$ cat config.mk
export PLATFORM = sky130hd
export DESIGN_NAME = score_sequencer
export DESIGN_NICKNAME = d
export VERILOG_FILES = /design/src/rtl/beeper_pkg.sv /design/src/rtl/score_rom.sv /design/src/rtl/score_sequencer.sv
export SDC_FILE = /design/constraint.sdc
export NUM_CORES = 1
export LEC_CHECK = 0
export BUFFER_PORTS_ARGS = -buffer_cell sky130_fd_sc_hd__buf_2
export CORE_ASPECT_RATIO = 0.9
export CORE_MARGIN = 10
export CORE_UTILIZATION = 61
export DETAILED_ROUTE_END_ITERATION = 7
export PLACE_DENSITY_LB_ADDON = 0.08
export SLEW_MARGIN = 40
export SYNTH_ARGS = -nofsm -noshare
export SYNTH_HDL_FRONTEND = slang
export SYNTH_SLANG_ARGS = --single-unit
$ cat constraint.sdc
create_clock -name clk_in -period 3.6 [get_ports clk_in]
set_input_delay 0.18 -clock clk_in [delete_from_list [all_inputs] [get_ports clk_in]]
set_output_delay 0.18 -clock clk_in [all_outputs]
set_load 0.02 [all_outputs]
$ cat src/rtl/beeper_pkg.sv
// Shared definitions for the score sequencer and beeper: FSM encoding, score entry
// layout, special tone codes and lifting-mark encodings.
package beeper_pkg;
  typedef enum logic [1:0] {S_IDLE, S_FETCH, S_NOTE, S_GAP} state_e;

  localparam int TONE_W   = 5;
  localparam int MARK_W   = 2;
  localparam int DUR_W    = 3;
  localparam int ENTRY_W  = MARK_W + TONE_W + DUR_W;
  localparam int DUR_LSB  = 0;
  localparam int TONE_LSB = DUR_LSB + DUR_W;
  localparam int MARK_LSB = TONE_LSB + TONE_W;

  localparam logic [TONE_W-1:0] REST_TONE = 5'd0;
  localparam logic [TONE_W-1:0] END_TONE  = 5'd31;
  localparam logic [TONE_W-1:0] MAX_TONE  = 5'd21;

  localparam logic [MARK_W-1:0] MARK_NAT   = 2'b00;
  localparam logic [MARK_W-1:0] MARK_FLAT  = 2'b01;
  localparam logic [MARK_W-1:0] MARK_SHARP = 2'b10;

  typedef struct packed {
    logic [MARK_W-1:0] mark;
    logic [TONE_W-1:0] tone;
    logic [DUR_W-1:0]  dur;
  } entry_t;

  typedef struct packed {
    logic [TONE_W-1:0] tone;
    logic [MARK_W-1:0] mark;
    logic              en;
  } beep_t;

  // Codes 22..30 are unassigned and play as silence, same as an explicit rest.
  function automatic logic audible(input logic [TONE_W-1:0] t);
    return (t != REST_TONE) && (t <= MAX_TONE);
  endfunction

  function automatic logic [ENTRY_W-1:0] mk_entry(input logic [MARK_W-1:0] m,
                                                  input logic [TONE_W-1:0] t,
                                                  input logic [DUR_W-1:0]  d);
    return {m, t, d};
  endfunction
endpackage

$ cat src/rtl/score_rom.sv
// Score storage: SCORE_LEN x ENTRY_W constant table with a registered read port
// (one cycle from addr to data).
module score_rom
  import beeper_pkg::*;
#(
  parameter int SCORE_LEN = 64,
  parameter int ADDR_W    = 6,
  parameter logic [SCORE_LEN*ENTRY_W-1:0] INIT = '0
) (
  input  logic              clk_in,
  input  logic [ADDR_W-1:0] addr,
  output entry_t            data
);
  logic [ENTRY_W-1:0] mem [SCORE_LEN];

  for (genvar i = 0; i < SCORE_LEN; i++) begin : g_mem
    assign mem[i] = INIT[i*ENTRY_W +: ENTRY_W];
  end

  always_ff @(posedge clk_in) data <= entry_t'(mem[addr]);
endmodule

$ cat src/rtl/score_sequencer.sv
// Walks the score ROM and drives tone/lifting_mark/tone_en to the beeper, with
// per-note duration, articulation gap, looping, stop and a manual key override.
module score_sequencer
  import beeper_pkg::*;
#(
  parameter int UNIT_CYCLES = 12_500_000,
  parameter int GAP_CYCLES  = 1_000_000,
  parameter int SCORE_LEN   = 64,
  localparam int ADDR_W     = (SCORE_LEN > 1) ? $clog2(SCORE_LEN) : 1,
  parameter logic [SCORE_LEN*ENTRY_W-1:0] SCORE_DATA =
    {{((SCORE_LEN-4)*ENTRY_W){1'b0}},
     mk_entry(MARK_NAT, END_TONE, 3'd0), mk_entry(MARK_NAT, 5'd5, 3'd3),
     mk_entry(MARK_NAT, 5'd3, 3'd1),     mk_entry(MARK_NAT, 5'd1, 3'd1)}
) (
  input  logic              clk_in,
  input  logic              rst_n_in,
  input  logic              play,
  input  logic              stop,
  input  logic              loop,
  input  logic              key_valid,
  input  logic [TONE_W-1:0] key_tone,
  input  logic [MARK_W-1:0] key_mark,
  output logic [TONE_W-1:0] tone,
  output logic [MARK_W-1:0] lifting_mark,
  output logic              tone_en,
  output logic              busy,
  output logic              done,
  output logic [ADDR_W-1:0] note_idx
);
  localparam int NOTE_MAX = 8 * UNIT_CYCLES;
  localparam int CNT_MAX  = (NOTE_MAX > GAP_CYCLES) ? NOTE_MAX : GAP_CYCLES;
  localparam int CNT_W    = $clog2(CNT_MAX + 1);
  localparam logic [ADDR_W-1:0] LAST_IDX = ADDR_W'(SCORE_LEN - 1);

  state_e             state_q, state_d;
  logic               ph_q, ph_d;
  logic [ADDR_W-1:0]  idx_d;
  logic [CNT_W-1:0]   cnt_q, cnt_d;
  beep_t              seq_q, seq_d;
  logic               done_d, eos;
  entry_t             rom_q;
  logic [CNT_W-1:0]   note_len;

  score_rom #(.SCORE_LEN(SCORE_LEN), .ADDR_W(ADDR_W), .INIT(SCORE_DATA)) u_rom (
    .clk_in (clk_in),
    .addr   (note_idx),
    .data   (rom_q)
  );

  assign note_len = CNT_W'({1'b0, rom_q.dur} + 4'd1) * CNT_W'(UNIT_CYCLES);

  always_comb begin
    state_d = state_q;
    ph_d    = ph_q;
    idx_d   = note_idx;
    cnt_d   = cnt_q;
    seq_d   = seq_q;
    done_d  = 1'b0;
    eos     = 1'b0;
    if (stop) begin
      state_d = S_IDLE;
      ph_d    = 1'b0;
      idx_d   = '0;
      cnt_d   = '0;
      seq_d   = '0;
    end else if (!key_valid) begin
      // A held manual key freezes everything below, so no branch runs.
      case (state_q)
        S_IDLE: if (play) begin
          state_d = S_FETCH;
          ph_d    = 1'b0;
          idx_d   = '0;
        end
        S_FETCH: begin
          ph_d = ~ph_q;
          if (ph_q) begin
            if (rom_q.tone == END_TONE) eos = 1'b1;
            else begin
              state_d = S_NOTE;
              cnt_d   = note_len - CNT_W'(1);
              seq_d   = '{tone: rom_q.tone, mark: rom_q.mark, en: audible(rom_q.tone)};
            end
          end
        end
        S_NOTE: begin
          if (cnt_q == '0) begin
            state_d  = S_GAP;
            cnt_d    = CNT_W'(GAP_CYCLES - 1);
            seq_d.en = 1'b0;
          end else cnt_d = cnt_q - CNT_W'(1);
        end
        S_GAP: begin
          if (cnt_q != '0) cnt_d = cnt_q - CNT_W'(1);
          else if (note_idx == LAST_IDX) eos = 1'b1;
          else begin
            state_d = S_FETCH;
            ph_d    = 1'b0;
            idx_d   = note_idx + ADDR_W'(1);
          end
        end
        default: state_d = S_IDLE;
      endcase
      // End of score, either by marker or by running off the last entry.
      if (eos) begin
        idx_d = '0;
        ph_d  = 1'b0;
        if (loop) state_d = S_FETCH;
        else begin
          state_d = S_IDLE;
          seq_d   = '0;
          done_d  = 1'b1;
        end
      end
    end
  end

  always_ff @(posedge clk_in or negedge rst_n_in) begin
    if (!rst_n_in) begin
      state_q      <= S_IDLE;
      ph_q         <= 1'b0;
      note_idx     <= '0;
      cnt_q        <= '0;
      seq_q        <= '0;
      tone         <= '0;
      lifting_mark <= '0;
      tone_en      <= 1'b0;
      busy         <= 1'b0;
      done         <= 1'b0;
    end else begin
      state_q      <= state_d;
      ph_q         <= ph_d;
      note_idx     <= idx_d;
      cnt_q        <= cnt_d;
      seq_q        <= seq_d;
      tone         <= key_valid ? key_tone : seq_d.tone;
      lifting_mark <= key_valid ? key_mark : seq_d.mark;
      tone_en      <= key_valid | seq_d.en;
      busy         <= (state_d != S_IDLE);
      done         <= done_d;
    end
  end
endmodule

==> qor.yml, run 1 <==
detailed_routing:
  vias: 3612
  drt-total-wl_um: 10400
  detail_route.vias_per_cell: 6.56
  first_pass_iters: 6
  drtIter0Drc: 438
  wire_per_inst_um: 18.9
  antenna_left: 0
  drc: 0
sta:
  finalSetupTns_ns: 0
  period_minus_slack_ns: 2.92
  setup_viol: 0
  tightestPinTransition_ns: 0.693
  skew_ns: 0.0139
  slew_viol_final: 0
  fmax_ghz: 0.343
  fin_hold_ws_ns: 0.0217
  slew-limit-headroom: 0.534
  hold_violations: 0
  post-route-period-util: 0.811
  rsz0062_at_grt: "false"
synth:
  yosys-top-cells-area: "dfrtp_1 35%, ha_1 6.8%, o21ai_0 4.7%"
  avgSynthCellArea_um2: 8.94
  ys.warnings.count: 0
  yosysMostFrequentCell: "dfrtp_1"
  synthTopCellsByCount: "54 x dfrtp_1, 39 x nand2_1, 36 x o21ai_0"
  ys_ff_latch: 60
  synthesis.nets: 465
  synthCells: 431
  ys_types: 58
  async_flop_share: 0.900
  synth_area_mm2: 0.00385
  synth_edf_count: 0
  dominantRegCellSynth: "dfrtp_1"
  synth_top_area_frac: 0.351
  yosysTopAreaCell: "dfrtp_1"
  seq_area_frac_synth: 0.382
floorplanning:
  placementRows: 27
  die-width_um: 104
  die-area_mm2: 0.00990
  core_area_mm2: 0.00611
  start_util: 0.630
  io_pins: 29
  die_y_um: 95.4
finish:
  synthToLayoutAreaGrowth_pct: 10.9
  antenna_cells: 0
  fin_nets: 493
  drive_above_1_share: 0.140
pwr:
  powerDensity_mw_per_mm2: 595
  power_leakage_nw: 1.96
  ir_worst_vdd_mv: 0.339
min_path:
  hp-start: "key_tone[1]"
  min_path_cells: 3
  hold_end: "tone[1]"
  hold_class: "input pin to register"
worst_setup_path:
  r2r-end: "cnt_q[20]"
  arrival_ns: 3.15
  cp-end-kind: "register"
  cp-start-kind: "register"
  path_class: "register to register"
  critPathMaxFanout: 10
  reg2reg_slack_ns: 0.68
  reg2reg_depth: 10
  r2r_start: "u_rom.data[0]"
  required_ns: 3.84
clock_network:
  path_clk_slew_ns: 0.08
  cts_tree: "built"
  cts_made_buffers: 9
  cts_max_level: 3
  root_buffer: "clkbuf_8"
  cts_buffer_depth: 2
  clock_latency_ns: 0.36
  numClockSinks: 60
grt:
  grt_max_degree: 31
  antenna_found_initial: 0
  grt-ovfl-total: 0
  grt_usage: 0.213
  grt_pass1_vias: 3433
  grt_first_pass_wirelength_um: 17300
job:
  maxCapViolations: 0
outcome:
  status: "complete, no violations"
placement:
  gp_congestion: 0.989
  io_buffers: 28
  dpl.hpwl_um: 7500
-- layout make-up --
type,count,area (um2)
Sequential cell,60,1470
Tap cell,87,109
Multi-Input combinational cell,337,2250
Inverter,17,63.8
Clock inverter,6,63.8
Timing Repair Buffer,34,188
Fill cell,526,1840
Clock buffer,10,128
-- cell families after synthesis --
logic type,Yosys count,share of synthesized area
xor+xnor,9,0.0204
simple gates,175,0.248
flops,60,0.382
buf+inv,34,0.0360
fa+ha+maj,21,0.0682
compound gates,132,0.246
-- routing by layer --
metal,share of wire,track usage,vias up
met2,0.43,0.315,186
met3,0.10,0.0668,28
li1,-,-,1671
met4,0.021,0.0787,0
met1,0.45,0.289,1727
met5,0,0,-
-- power by group --
| group | total, mW | internal, mW | switching, mW |
|---|---|---|---|
| clock | 0.616 | 0.320 | 0.296 |
| combinational | 1.12 | 0.367 | 0.751 |
| sequential | 0.812 | 0.732 | 0.0798 |
-- registers in the layout, indices dropped and copies added, names as in the netlist --
register,flops
seq_q,8
state_q,2
u_rom.data,6
done,1
tone,5
cnt_q,27
ph_q,1
busy,1
note_idx,6
tone_en,1
lifting_mark,2
-- how the worst max path moves through the flow --
stage                     end  slack [ns]           from
global route        cnt_q[20]        0.48  u_rom.data[0]
global placement    cnt_q[20]        0.88  u_rom.data[0]
floorplan           cnt_q[20]        0.95  u_rom.data[0]
detailed placement  cnt_q[20]        0.72  u_rom.data[0]
CTS                 cnt_q[20]        0.71  u_rom.data[0]
finish              cnt_q[20]        0.68  u_rom.data[0]
-- what timing repair did --
action | 4_1_cts | 5_1_grt
buffers inserted | 0 | 0
endpoints found under the hold margin | 24 | 0
gates resized for setup | 0 | 0
hold buffers | 1 | 0
setup endpoints to repair | 0 | 0
-- worst max-delay path, stage by stage, from the launching register on --
cell,delay (ns)
dfxtp_1,0.57
inv_1,0.19
ha_1,0.43
xnor2_1,0.21
ha_1,0.27
a311oi_1,0.29
xnor2_1,0.13
nor3_1,0.23
xor2_1,0.18
nor3_1,0.06
a221o_1,0.26
-- stage by stage --
step                      power, mW  setup slack [ns]   util  instance area (um2)  instances
final                          2.55             0.682  0.699                 4280        551
after global routing           2.69             0.476  0.699                 4280        551
after CTS                      2.51             0.707  0.699                 4280        551
after detailed placement       1.89             0.720  0.666                 4070        534
after global placement         1.88             0.885  0.665                 4070        534
after floorplan                1.62             0.949      -                 3850        431
-- layout by cell type (no fill, tap or decap), types with 3 or more instances in the layout --
| cell type | Yosys | layout |
|---|---|---|
| and2_1 | 3 | 3 |
| xor2_1 | 4 | 4 |
| nor3_1 | 25 | 25 |
| ha_1 | 21 | 21 |
| inv_1 | 17 | 17 |
| o31ai_1 | 5 | 5 |
| o2bb2ai_1 | 6 | 6 |
| o21ai_0 | 36 | 36 |
| clkbuf_8 | 0 | 9 |
| a211oi_1 | 3 | 3 |
| a2bb2oi_1 | 3 | 3 |
| a22o_1 | 15 | 15 |
| a21oi_1 | 21 | 21 |
| nand2_1 | 39 | 39 |
| o32ai_1 | 3 | 3 |
| a31oi_1 | 7 | 7 |
| nor2b_1 | 6 | 6 |
| a21o_1 | 8 | 8 |
| nand2b_1 | 6 | 6 |
| buf_4 | 0 | 5 |
| o22ai_1 | 3 | 3 |
| or2_2 | 4 | 4 |
| nand4_1 | 3 | 3 |
| dfrtp_1 | 54 | 54 |
| nor2_1 | 35 | 35 |
| o41ai_1 | 4 | 3 |
| dfxtp_1 | 6 | 6 |
| nand3_1 | 12 | 12 |
| nor4_1 | 9 | 9 |
| o221ai_1 | 3 | 3 |
| buf_2 | 3 | 28 |
| xnor2_1 | 5 | 5 |
| nor3b_1 | 5 | 5 |
| or3_1 | 9 | 9 |
No activity file was read; power rests on OpenSTA's default activity.
==> run 2, diff against run 1 <==
clock period = 2.7 ns   (was 3.6 ns; I/O delays follow)
==> run 2 against run 1 <==
  * Via count up 2.0%
  * Sequential power up 34%
  * Clock skew down 0.0033 ns
  * Non-clock buffer count up 18
  * Sequential share of layout area down 1.3 points
  * Wire length up 4.5%
  * Cell area up 3.9%
  * Critical path depth down 2
  * Global-route usage up 0.81 points
  * Utilization up 2.7 points
  * Worst hold slack worse by 0.0064 ns
  * Largest power group unchanged
  * Highest routed layer unchanged
==> qor.yml, run 2 (synthesis gave the netlist of run 1 again) <==
grt:
  grt_usage: 0.221  # +0.00813
  antenna_found_initial: 0  # unchanged
  grt_pass1_vias: 3426  # -0.20%
  grt_first_pass_wirelength_um: 17700  # +2.6%
  grt_util_met3: 0.0742  # +0.00742
  grt_max_degree: 37  # +19%
  gr-usage-met1: 0.296  # +0.00727
  grtUsageMet2: 0.327  # +0.0116
  grt-ovfl-total: 0  # unchanged
  grt.busiest_layer: "met2"
finish:
  drive_above_1_share: 0.164  # +0.0238
  final_cell_mix: "54 x dfrtp_1, 39 x nand2_1, 36 x o21ai_0"
  regMostFlops: "cnt_q"
  stdcell_count: 569  # +3.3%
  synthToLayoutAreaGrowth_pct: 15.2
  final_common_cell: "dfrtp_1"
  fin_util: 0.726  # +0.0270
  antenna_cells: 0  # unchanged
  fin_nets: 511  # +3.7%
  reg_top3: "cnt_q: 27 flops, seq_q: 8 flops"
  largest_reg_flops: 27  # unchanged
  fin_area_mm2: 0.00444  # +3.9%
floorplanning:
  start_util: 0.630  # unchanged
  io_pins: 29  # unchanged
  die-width_um: 104  # unchanged
  placementRows: 27  # unchanged
  core_area_mm2: 0.00611  # unchanged
  die-area_mm2: 0.00990  # unchanged
  die_y_um: 95.4  # unchanged
worst_setup_path:
  crit_path_frequent_cell: "o21ai_0"
  cp-end-kind: "register"
  cp-start-kind: "register"
  required_ns: 2.99  # -0.85 ns
  arrival_ns: 2.86  # -0.29 ns
  reg2reg_depth: 8  # -2
  cp_cell_sequence: "inv_1 > ha_1 > nor2b_1 > a2111oi_4 > o21ai_0 > a211oi_1 > o21ai_0 > o21ai_0"
  critPathMaxFanout: 8  # -2
  slowest_stage: "a2111oi_4"
  critPathMaxStageDelay_ns: 0.57  # about the same
  path_class: "register to register"
  reg2reg_slack_ns: 0.13  # -0.55 ns
clock_network:
  path_clk_slew_ns: 0.08  # about the same
  root_buffer: "clkbuf_8"
  cts_buffer_depth: 2  # unchanged
  cts_made_buffers: 9  # unchanged
  numClockSinks: 60  # unchanged
  cts_max_level: 3  # unchanged
  clock_latency_ns: 0.37  # about the same
  cts_tree: "built"
outcome:
  status: "complete, no violations"
sta:
  hold_violations: 0  # unchanged
  fin_ws_ns: 0.130  # -0.552 ns
  rsz0062_at_grt: "false"
  slew-limit-headroom: 0.588  # +0.0542
  tightestPinTransition_ns: 0.616  # -0.0772 ns
  fin_hold_ws_ns: 0.0153  # -0.00643 ns
  skew_ns: 0.0106  # -0.00329 ns
  fmax_ghz: 0.389  # +14%
  setup_viol: 0  # unchanged
  period_minus_slack_ns: 2.57  # -0.348 ns
  slew_viol_final: 0  # unchanged
  finalSetupTns_ns: 0  # unchanged
  post-route-period-util: 0.952  # +0.141
pwr:
  p_sw_mw: 1.51  # +34%
  p_seq_frac: 0.315  # -0.004
  power_leakage_nw: 2.05  # +4.3%
  internal_power_mw: 1.94  # +37%
  p_comb_frac: 0.438  # about the same
  sw_frac_of_total: 0.438  # -0.00492
  power_mw: 3.45  # +35%
  ir_worst_vdd_mv: 0.481  # +42%
  pwr-share-clk: 0.246  # +0.004
  powerDensity_mw_per_mm2: 776  # +30%
placement:
  dpl-instance-area_mm2: 0.00416  # +2.0%
  io_buffers: 28  # unchanged
  gp_congestion: 0.946  # -4.3%
  dpl.hpwl_um: 7700  # +2.7%
  dp_slack_ns: 0.203  # -0.517 ns
  dp.cells: 546  # +2.2%
detailed_routing:
  detail_route.vias_per_cell: 6.47  # -1.3%
  first_pass_iters: 5  # -1
  drc: 0  # unchanged
  wire_per_inst_um: 19.1  # +1.2%
  antenna_left: 0  # unchanged
  drt-total-wl_um: 10900  # +4.5%
  drtIter0Drc: 357  # -18%
  vias: 3683  # +2.0%
job:
  maxCapViolations: 0  # unchanged
min_path:
  min_path_cells: 2  # -1
  hold_class: "input pin to register"
==> run 2: changes by cell type in the layout (fill, tap and decap cells not counted), sizes merged <==
cell         change
clkbuf           -1
dlygate4sd3      +6
buf             +12
clkinv           +1
==> run 2: cell type report <==
cell class / instances / area (um2)
multi-input cells: 337 / 2260
fillers: 484 / 1670
flip-flops and latches: 60 / 1470
repair buffers: 52 / 338
clock buffers: 9 / 124
well taps: 87 / 109
clock inverters: 7 / 76.3
inverters: 17 / 63.8
==> run 2: worst max-delay path: cells and delay by family, from the launching register on <==
family                     cells  cell delay, ns
AOI/OAI and AO/OA              5            1.35
DFF                            1            0.47
adders and majority gates      1            0.31
and+or+nand+nor                1            0.22
buffers and inverters          1            0.13
==> run 2: repair_timing <==
action                                 4_1_cts  5_1_grt
setup endpoints to repair                    0        5
hold buffers                                 7        0
endpoints found under the hold margin       24        0
resized for setup                            0        3
setup buffers                                0        0
==> run 2: worst paths after layout <==
| kind | start | to |
|---|---|---|
| max reg2reg | state_q[1] | cnt_q[24] |
| max in group asynchronous | rst_n_in | cnt_q[21] |
| min in group asynchronous | rst_n_in | tone[1] |
| max | state_q[1] | cnt_q[24] |
| min reg2reg | seq_q[0] | seq_q[0] |
| min | key_mark[1] | lifting_mark[1] |
==> run 2: power groups by stage <==
stage               clock (mW)  combinational [mW]  sequential, mW
floorplan                    0                1.07            1.09
global placement             0                1.44            1.09
detailed placement           0                1.45            1.09
CTS                      0.853                1.47            1.08
global route             0.903                1.66            1.10
finish                   0.849                1.51            1.09
==> run 2: per-layer routing <==
layer | wire, um | up-vias
li1 | - | 1701
met1 | 4950 | 1736
met2 | 4600 | 220
met3 | 1090 | 26
met4 | 230 | 0
met5 | 0 | -
==> run 3, diff against run 2 <==
ABC_AREA = 1   (was default)
CTS_CLUSTER_SIZE = 20   (was default)
==> run 3 against run 2 <==
  * Utilization is 1.2 points lower
  * Clock skew up 0.0035 ns
  * Global-route usage decreased by 0.68 points
  * Clock-buffer cell count unchanged
  * Critical endpoint is now cnt_q[20]
  * First-iteration DRC count up 19%
  * Sequential cell count is the same
  * Critical path type unchanged
  * Critical path depth rose by 6
  * Fmax rose by 4.8%
  * Largest power group is now sequential cells
  * Synthesized cell count increased by 30%
==> qor.yml, run 3 <==
outcome:
  status: "complete, no violations"
synth:
  yosysMostFrequentCell: "nand2_1"
  ys_types: 37  # -36%
  avgSynthCellArea_um2: 7.10  # -21%
  synth_area_mm2: 0.00397  # +3.0%
  synthesis.nets: 593  # +28%
  yosys-top-cells-area: "dfrtp_1 34%, nand2_1 14%, ha_1 6.6%"
  yosysTopAreaCell: "dfrtp_1"
  synth_top_area_frac: 0.340  # -0.0102
  ys_ff_latch: 60  # unchanged
  synth_edf_count: 0  # unchanged
  synthCells: 559  # +30%
  seq_area_frac_synth: 0.371  # -0.0111
  dominantRegCellSynth: "dfrtp_1"
  synthTopCellsByCount: "143 x nand2_1, 68 x nor2_1, 65 x inv_1"
  async_flop_share: 0.900  # unchanged
  ys.warnings.count: 0  # unchanged
detailed_routing:
  drt-total-wl_um: 10600  # -2.4%
  drtIter0Drc: 426  # +19%
  vias: 3877  # +5.3%
  drc: 0  # unchanged
  wire_per_inst_um: 15.4  # -19%
  first_pass_iters: 5  # unchanged
  detail_route.vias_per_cell: 5.63  # -13%
  antenna_left: 0  # unchanged
clock_network:
  cts_made_buffers: 9  # unchanged
  numClockSinks: 60  # unchanged
  root_buffer: "clkbuf_8"
  cts_max_level: 3  # unchanged
  cts_buffer_depth: 2  # unchanged
  cts_tree: "built"
  post-cts-setup-buffers: 0  # unchanged
  clock_latency_ns: 0.36  # about the same
  path_clk_slew_ns: 0.07  # about the same
finish:
  final_cell_mix: "143 x nand2_1, 68 x nor2_1, 65 x inv_1"
  fin_nets: 631  # +23%
  multiInputGateArea_mm2: 0.00218  # -3.6%
  antenna_cells: 0  # unchanged
  final_common_cell: "nand2_1"
  largest_reg_flops: 27  # unchanged
  reg_top3: "cnt_q: 27 flops, seq_q: 8 flops"
  regMostFlops: "cnt_q"
  ff_latch_area_mm2: 0.00147  # about the same
  drive_above_1_share: 0.113  # -0.0509
  fill_cells: 550  # +14%
  synthToLayoutAreaGrowth_pct: 11.8
sta:
  fmax_ghz: 0.408  # +4.8%
  finalSetupTns_ns: 0  # unchanged
  fin_ws_ns: 0.247  # +0.117 ns
  setup_viol: 0  # unchanged
  post-route-period-util: 0.908  # -0.0435
  slew_viol_final: 0  # unchanged
  slew-limit-headroom: 0.535  # -0.0527
  rsz0062_at_grt: "false"
  skew_ns: 0.0141  # +0.00350 ns
  tightestPinTransition_ns: 0.697  # +0.0813 ns
  hold_violations: 0  # unchanged
  period_minus_slack_ns: 2.45  # -0.117 ns
grt:
  grt-ovfl-total: 0  # unchanged
  grt_max_degree: 55  # +49%
  grt_pass1_vias: 3566  # +4.1%
  grt_usage: 0.215  # -0.00679
  antenna_found_initial: 0  # unchanged
  grt_first_pass_wirelength_um: 17500  # -1.1%
pwr:
  power_leakage_nw: 2.28  # +11%
  ir_worst_vdd_mv: 0.289  # -40%
  powerDensity_mw_per_mm2: 597  # -23%
floorplanning:
  core_area_mm2: 0.00622  # +1.7%
  start_util: 0.639  # +0.00824
  die-width_um: 105  # +1.2%
  placementRows: 27  # unchanged
  die-area_mm2: 0.0101  # +2.4%
  die_y_um: 96.5  # +1.2%
  io_pins: 29  # unchanged
placement:
  gp_congestion: 0.961  # +1.5%
  dp_slack_ns: 0.189  # -0.0137 ns
  dpl.hpwl_um: 7770  # +0.87%
  io_buffers: 28  # unchanged
job:
  maxCapViolations: 0  # unchanged
worst_setup_path:
  arrival_ns: 2.67  # -0.19 ns
  critPathMaxFanout: 7  # -1
  required_ns: 2.91  # -0.08 ns
  cp-end-kind: "register"
  path_class: "register to register"
  reg2reg_depth: 14  # +6
  cp-start-kind: "register"
min_path:
  hold_class: "input pin to register"
  min_path_cells: 3  # +1
==> run 3: per-stage QoR <==
stage          utilization  power (mW)  cell area (um2)  hold slack [ns]  cells
2_1_floorplan            -        1.61             3970           -0.161    559
3_3_place_gp         0.672        1.77             4180            0.297    667
3_5_place_dp         0.672        1.79             4180            0.313    667
4_1_cts              0.714        2.64             4440          0.00530    689
5_1_grt              0.714        2.80             4440          0.00723    689
6_report             0.714        2.65             4440          0.00530    689
==> run 3: kinds of logic after synthesis <==
logic type,share of synthesized area
and+or+nand+nor,0.326
AOI/OAI and AO/OA,0.116
buffers and inverters,0.0810
DFF,0.371
adders and majority gates,0.0662
xor gates and xnor gates,0.0397
==> run 3: worst paths after layout <==
check	from	to	slack, ns
setup reg to reg	u_rom.data[0]	cnt_q[20]	0.25
setup / recovery	u_rom.data[0]	cnt_q[20]	0.25
min in group asynchronous	rst_n_in	cnt_q[5]	0.43
hold reg to reg	seq_q[1]	seq_q[1]	0.51
hold / removal	key_tone[4]	tone[4]	0.005
max in group asynchronous	rst_n_in	note_idx[5]	1.79
==> run 3: worst max-delay path, cell delays in order (launching register included) <==
cell and delay, ns:
dfxtp_2 0.40, inv_1 0.15, ha_1 0.40, xnor2_1 0.31
ha_1 0.22, nor2_1 0.05, nand2_1 0.07, xor2_1 0.19
nand2_1 0.09, nor2_1 0.09, nor2_1 0.04, nand2_1 0.06
nand2_1 0.05, nand2_1 0.06, o21ai_0 0.11
==> run 3: layout make-up <==
| class | instances | share of cell area |
|---|---|---|
| Clock buffer | 9 | 0.0279 |
| Clock inverter | 7 | 0.0169 |
| Inverter | 68 | 0.0581 |
| Multi-Input combinational cell | 421 | 0.491 |
| Sequential cell | 60 | 0.332 |
| Tap cell | 87 | 0.0245 |
| Timing Repair Buffer | 37 | 0.0502 |
==> run 3: where the power goes <==
group | total [mW] | switching (mW) | internal, mW
Clock | 0.847 | 0.415 | 0.432
Combinational | 0.727 | 0.499 | 0.228
Sequential | 1.08 | 0.0923 | 0.985
==> run 3: timing repair <==
action / in CTS / in global routing
hold endpoints to repair: 59 / 0
gates resized for setup: 0 / 1
setup endpoints to repair: 0 / 1
hold buffers: 6 / 0
==> run 3: routing by layer <==
| metal | GRT usage | wire length [um] |
|---|---|---|
| met2 | 0.336 | 4760 |
| met5 | 0 | 0 |
| met3 | 0.0516 | 794 |
| met1 | 0.286 | 4880 |
| met4 | 0.0753 | 170 |
